===== src/rtl/cm811_init_pkg.sv =====
// Shared types and constants for the CM811 init sequence stages.
package cm811_init_pkg;

    typedef enum logic [2:0] {
        ST_IDLE,
        ST_HDR,
        ST_RUN,
        ST_CMP,
        ST_PASS,
        ST_FAIL
    } crc_state_e;

    localparam logic [1:0] ERR_NONE = 2'd0;
    localparam logic [1:0] ERR_LEN  = 2'd1;
    localparam logic [1:0] ERR_CRC  = 2'd2;

    localparam logic [15:0] CRC16_INIT = 16'hFFFF;
    localparam logic [15:0] CRC16_POLY = 16'h1021;

    // Travels alongside each RAM read so the returning word can be classified.
    typedef struct packed {
        logic vld;
        logic last;
    } rd_tag_t;

endpackage


===== src/rtl/cm811_crc16_word.sv =====
// Combinational CRC-16 update over one 16-bit word, MSB first, non-reflected.
module cm811_crc16_word
    import cm811_init_pkg::*;
#(
    parameter logic [15:0] CRC_POLY = CRC16_POLY
) (
    input  logic [15:0] crc_in,
    input  logic [15:0] data_in,
    output logic [15:0] crc_out
);

    logic [15:0] crc_acc;

    always_comb begin
        crc_acc = crc_in;
        for (int unsigned i = 0; i < 16; i++) begin
            if (crc_acc[15] ^ data_in[4'(15 - i)]) begin
                crc_acc = {crc_acc[14:0], 1'b0} ^ CRC_POLY;
            end else begin
                crc_acc = {crc_acc[14:0], 1'b0};
            end
        end
        crc_out = crc_acc;
    end

endmodule


===== src/rtl/cm811_crc_comp.sv =====
// CRC compare stage: reads the loaded image back from RAM, recomputes its
// CRC-16 and checks it against the stored word, reporting a single result pulse.
module cm811_crc_comp
    import cm811_init_pkg::*;
#(
    parameter int unsigned ADDR_W   = 10,
    parameter int unsigned RD_LAT   = 1,
    parameter logic [15:0] CRC_INIT = CRC16_INIT,
    parameter logic [15:0] CRC_POLY = CRC16_POLY
) (
    input  logic              sys_clk,
    input  logic              glbl_rst,
    input  logic              comp_crc_en,
    output logic              comp_crc_done,
    output logic              comp_crc_error,
    output logic [1:0]        crc_err_code,
    output logic [15:0]       crc_calc,
    output logic              busy,
    output logic              ram_rd_en,
    output logic [ADDR_W-1:0] ram_addr,
    input  logic [15:0]       ram_rdata
);

    localparam logic [16:0] MAX_LEN      = 17'((32'd1 << ADDR_W) - 32'd2);
    localparam logic [2:0]  HDR_RUN_CNT  = 3'(RD_LAT + 2);
    localparam logic [2:0]  HDR_FAIL_CNT = 3'(RD_LAT + 3);

    crc_state_e        state;
    crc_state_e        state_nxt;
    logic [2:0]        hdr_cnt;
    logic [15:0]       len_q;
    logic              len_ok_q;
    logic [ADDR_W-1:0] addr_q;
    logic [ADDR_W-1:0] last_addr;
    logic              iss_active;
    logic              issue_last;
    logic [15:0]       crc_q;
    logic [15:0]       crc_word;
    logic [15:0]       stored_q;
    rd_tag_t           tag_pipe [RD_LAT];
    rd_tag_t           ret_tag;

    assign ret_tag    = tag_pipe[RD_LAT-1];
    assign issue_last = (addr_q == last_addr);
    assign ram_addr   = addr_q;

    cm811_crc16_word #(
        .CRC_POLY(CRC_POLY)
    ) u_crc_word (
        .crc_in  (crc_q),
        .data_in (ram_rdata),
        .crc_out (crc_word)
    );

    always_ff @(posedge sys_clk) begin
        if (glbl_rst) begin
            state <= ST_IDLE;
        end else begin
            state <= state_nxt;
        end
    end

    // A bad length leaves HDR one cycle after a good one would, so both
    // outcomes keep their fixed, data-independent latency.
    always_comb begin
        state_nxt      = state;
        ram_rd_en      = 1'b0;
        busy           = 1'b0;
        comp_crc_done  = 1'b0;
        comp_crc_error = 1'b0;
        case (state)
            ST_IDLE: begin
                if (comp_crc_en) state_nxt = ST_HDR;
            end
            ST_HDR: begin
                busy      = 1'b1;
                ram_rd_en = (hdr_cnt == 3'd0);
                if (hdr_cnt == HDR_RUN_CNT && len_ok_q) begin
                    state_nxt = ST_RUN;
                end else if (hdr_cnt == HDR_FAIL_CNT) begin
                    state_nxt = ST_FAIL;
                end
            end
            ST_RUN: begin
                busy      = 1'b1;
                ram_rd_en = iss_active;
                if (ret_tag.vld && ret_tag.last) state_nxt = ST_CMP;
            end
            ST_CMP: begin
                busy      = 1'b1;
                state_nxt = (crc_q == stored_q) ? ST_PASS : ST_FAIL;
            end
            ST_PASS: begin
                comp_crc_done = 1'b1;
                state_nxt     = ST_IDLE;
            end
            ST_FAIL: begin
                comp_crc_error = 1'b1;
                state_nxt      = ST_IDLE;
            end
            default: state_nxt = ST_IDLE;
        endcase
    end

    always_ff @(posedge sys_clk) begin
        if (glbl_rst) begin
            hdr_cnt      <= '0;
            len_q        <= '0;
            len_ok_q     <= 1'b0;
            addr_q       <= '0;
            last_addr    <= '0;
            iss_active   <= 1'b0;
            crc_q        <= '0;
            stored_q     <= '0;
            crc_calc     <= '0;
            crc_err_code <= ERR_NONE;
            for (int unsigned i = 0; i < RD_LAT; i++) tag_pipe[i] <= '0;
        end else begin
            tag_pipe[0] <= '{vld: ram_rd_en, last: (state == ST_RUN) && issue_last};
            for (int unsigned i = 1; i < RD_LAT; i++) tag_pipe[i] <= tag_pipe[i-1];

            case (state)
                ST_IDLE: begin
                    if (comp_crc_en) begin
                        hdr_cnt      <= '0;
                        addr_q       <= '0;
                        crc_q        <= CRC_INIT;
                        crc_err_code <= ERR_NONE;
                    end
                end
                ST_HDR: begin
                    hdr_cnt  <= hdr_cnt + 3'd1;
                    if (ret_tag.vld) len_q <= ram_rdata;
                    len_ok_q <= (len_q != 16'd0) && ({1'b0, len_q} <= MAX_LEN);
                    if (hdr_cnt == HDR_RUN_CNT && len_ok_q) begin
                        addr_q     <= ADDR_W'(1);
                        last_addr  <= ADDR_W'(len_q) + ADDR_W'(1);
                        iss_active <= 1'b1;
                    end
                    if (hdr_cnt == HDR_FAIL_CNT) crc_err_code <= ERR_LEN;
                end
                ST_RUN: begin
                    if (iss_active) begin
                        if (issue_last) iss_active <= 1'b0;
                        else            addr_q     <= addr_q + ADDR_W'(1);
                    end
                    if (ret_tag.vld) begin
                        if (ret_tag.last) stored_q <= ram_rdata;
                        else              crc_q    <= crc_word;
                    end
                end
                ST_CMP: begin
                    crc_calc <= crc_q;
                    if (crc_q != stored_q) crc_err_code <= ERR_CRC;
                end
                default: ;
            endcase
        end
    end

endmodule


===== config.mk =====
export PLATFORM = sky130hd
export DESIGN_NAME = cm811_crc_comp
export DESIGN_NICKNAME = d
export VERILOG_FILES = /design/src/rtl/cm811_init_pkg.sv /design/src/rtl/cm811_crc16_word.sv /design/src/rtl/cm811_crc_comp.sv
export SDC_FILE = /design/constraint.sdc
export NUM_CORES = 1
export LEC_CHECK = 0
export ABC_AREA = 1
export CAP_MARGIN = 20
export CORE_ASPECT_RATIO = 1.1
export CORE_MARGIN = 2
export CORE_UTILIZATION = 35
export CTS_BUF_LIST = sky130_fd_sc_hd__clkbuf_8
export DETAILED_ROUTE_END_ITERATION = 10
export PLACE_DENSITY = 0.53
export SYNTH_ARGS = -nofsm -noshare
export SYNTH_HDL_FRONTEND = slang
export SYNTH_SLANG_ARGS = --single-unit
export TNS_END_PERCENT = 100

===== constraint.sdc =====
create_clock -name sys_clk -period 2.35 [get_ports sys_clk]
set_input_delay 0.47 -clock sys_clk [delete_from_list [all_inputs] [get_ports sys_clk]]
set_output_delay 0.47 -clock sys_clk [all_outputs]
set_load 0.01 [all_outputs]

==> impl_metrics.tcl <==
set metrics [dict create \
    path_cells "inv_4 -> buf_4 -> nor3_1 -> clkdlybuf4s50_1" \
    num_rows 46 \
    vias 4930 \
    netlist_area_um2 5140 \
    grt.total_usage_pct 19.1 \
    first_iter_violations 245 \
    max_stage_delay_ns 0.56 \
    avgRoutedWirePerCell_um 14.7 \
    design.die.area_um2 15700 \
    slew_viol_final 0 \
    p_leak_nw 2.55 \
    yosys_warnings 0 \
    cp_num_buf_inv 3 \
    drive_gt1_share_pct 9.07 \
    fin_skew_ns 0.0131 \
    synth-edff-count 0 \
    cts_sinks 96 \
    fin_nets 826 \
    antenna_cells 0 \
    rsz0062_at_grt "no" \
    tns_ns 0 \
    arrival_ns 1.71 \
    finalHoldViolCount 0 \
    antenna_left 0 \
    final_cell_mix "156 x nand2_1, 94 x dfxtp_1, 81 x inv_1, 73 x nor2_1, 71 x a21oi_1" \
    drt_first_pass_iters 4 \
    ys_ff_latch 96 \
    cts_tree "done" \
    numCtsBuffers 9 \
    critPathSlowestCell "clkdlybuf4s50_1" \
    syn_area_per_cell_um2 6.94 \
    hold_class "reg -> reg" \
    grt_pass1_vias 4679 \
    path_delay_family "buffers and inverters" \
    gr-total-overflow 0 \
    seq_area_um2 1920 \
    seq_area_frac_synth_pct 37.4 \
    initial_core_util_pct 35.7 \
    p_total_mw 4.07 \
    critPathLaunchType "register" \
    max_freq_ghz 0.459 \
    worstPathRequired_ns 1.88 \
    antenna_found_initial 0 \
    core_region_area_um2 14400 \
    nFillCells 1557 \
    viasPerCell 4.94 \
    slew_headroom_pct 65.9 \
    drt_drc_violations_left 0 \
    setup_viol 0 \
    ir_drop_mv 0.300 \
    path_class "reg -> out" \
    gp_congestion 0.852 \
    fin_crit_ns 2.18 \
    status "finished, final reports clean" \
    synth_cells 740 \
    die_h_um 131 \
    grt_max_degree 70 \
    wirelength_mm 14.7 \
    crit_path_max_fanout 5 \
    tightest_slew_ns 0.511 \
    htree_levels 3 \
    syn_nets 766 \
    grt_pass1_wl_mm 23.5 \
    io_pins 51 \
    final_common_cell "nand2_1" \
    cts.clk_slew.worst_paths_ns 0.10 \
    power_density_nw_per_um2 658 \
    crit_path_end_kind "output port" \
    timing.max_cap.violations 0 \
    clk_path_buf_depth 2 \
    die_x_um 120 \
    synthFlopType "dfxtp_1" \
    multiInputGateArea_um2 2750 \
    cts-root-buf "clkbuf_8" \
    clk_latency_ns 0.38 \
    dp_hpwl_mm 10.9 \
    ys_types 42 \
    io_buffer_count 50 \
    async_flop_share_pct 0 \
    syn_to_final_growth_pct 20.4 \
    fin_crit_sh_pct 92.7 \
]
sequential cells by signal, indices dropped and copies added, names as in the netlist, 2 cells and up:
name,count
crc_calc,16
last_addr,10
crc_err_code,2
tag_pipe,2
hdr_cnt,3
state,3
ram_addr,10
crc_q,16
len_q,16
stored_q,16
cells in the mapped netlist (4+ instances only):
cell	n	area share, %
o21ai_0	66	6.4
nor3_1	13	1.3
nand2_1	156	11
nand4_1	20	2.4
xnor2_1	19	3.2
inv_1	80	5.8
xor2_1	24	4.1
nand2_2	7	0.85
dfxtp_1	96	37
ha_1	7	1.7
a21oi_1	71	6.9
or2_2	4	0.49
buf_2	6	0.58
nand3_1	38	3.7
nor2_1	73	5.3
nand3b_1	4	0.58
inv_2	9	0.66
clkbuf_1	11	0.80
per-layer routing:
layer,vias up,track usage (%),routed length (µm)
li1,2530,-,-
met1,2286,22.4,6420
met2,93,34.5,7290
met3,21,3.63,522
met4,0,7.61,449
met5,-,0,0
worst register-to-register path, stage by stage, from the launching register on:
cell,delay [ns]
dfxtp_1,0.39
ha_1,0.16
ha_1,0.15
nand2_1,0.13
nand2_4,0.13
o21ai_2,0.06
inv_2,0.15
nand4_2,0.31
nor2_1,0.19
nor2_1,0.06
through the flow:
step / worst slack [ns] / std cells / utilization [%] / hold WS (ns) / area (µm²)
floorplan: 0.707 / 740 / - / 0.434 / 5140
detailed placement: -0.0505 / 979 / 41.2 / 0.447 / 5920
CTS: 0.0347 / 997 / 43.0 / 0.460 / 6180
global route: 0.0614 / 997 / 43.0 / 0.486 / 6180
global placement: 0.0590 / 979 / 41.2 / 0.438 / 5920
finish: 0.172 / 997 / 43.0 / 0.451 / 6180
cells by family after synthesis:
| group | Yosys count | synth area share (%) |
|---|---|---|
| AO/OA/AOI/OAI | 153 | 15.8 |
| XOR/XNOR | 44 | 7.65 |
| adder cells (fa/ha/maj) | 7 | 1.70 |
| buffers and inverters | 114 | 9.08 |
| flip-flops | 96 | 37.4 |
| AND/OR/NAND/NOR | 326 | 28.4 |
layout make-up:
cell class / instances / area share [%]
multi-input cells: 530 / 44.5
flip-flops and latches: 96 / 31.1
repair buffers: 74 / 11.2
inverters: 89 / 5.48
well taps: 192 / 3.88
clock buffers: 9 / 2.00
clock inverters: 7 / 1.80
path summary, 6_finish.rpt:
kind                            cells after the start  slack [ns]             from               to
worst max-delay path                                4        0.17         state[0]   comp_crc_error
worst min-delay path                                2        0.45  crc_err_code[1]  crc_err_code[1]
worst max register to register                      9        0.51       hdr_cnt[0]      ram_addr[0]
worst min register to register                      2        0.45  crc_err_code[1]  crc_err_code[1]
power by group:
part | switching (mW) | internal (mW) | total [mW]
clock network | 0.613 | 0.700 | 1.31
logic | 0.604 | 0.368 | 0.972
registers | 0.0908 | 1.69 | 1.78
repair_timing:
| item | in CTS | in global routing |
|---|---|---|
| endpoints found under the hold margin | 0 | 0 |
| endpoints found under the setup margin | 1 | 1 |
| buffers inserted | 2 | 0 |
| hold buffers | 0 | 0 |
| gates resized for setup | 4 | 1 |
Note: power is estimated with default switching activity, not from simulation.
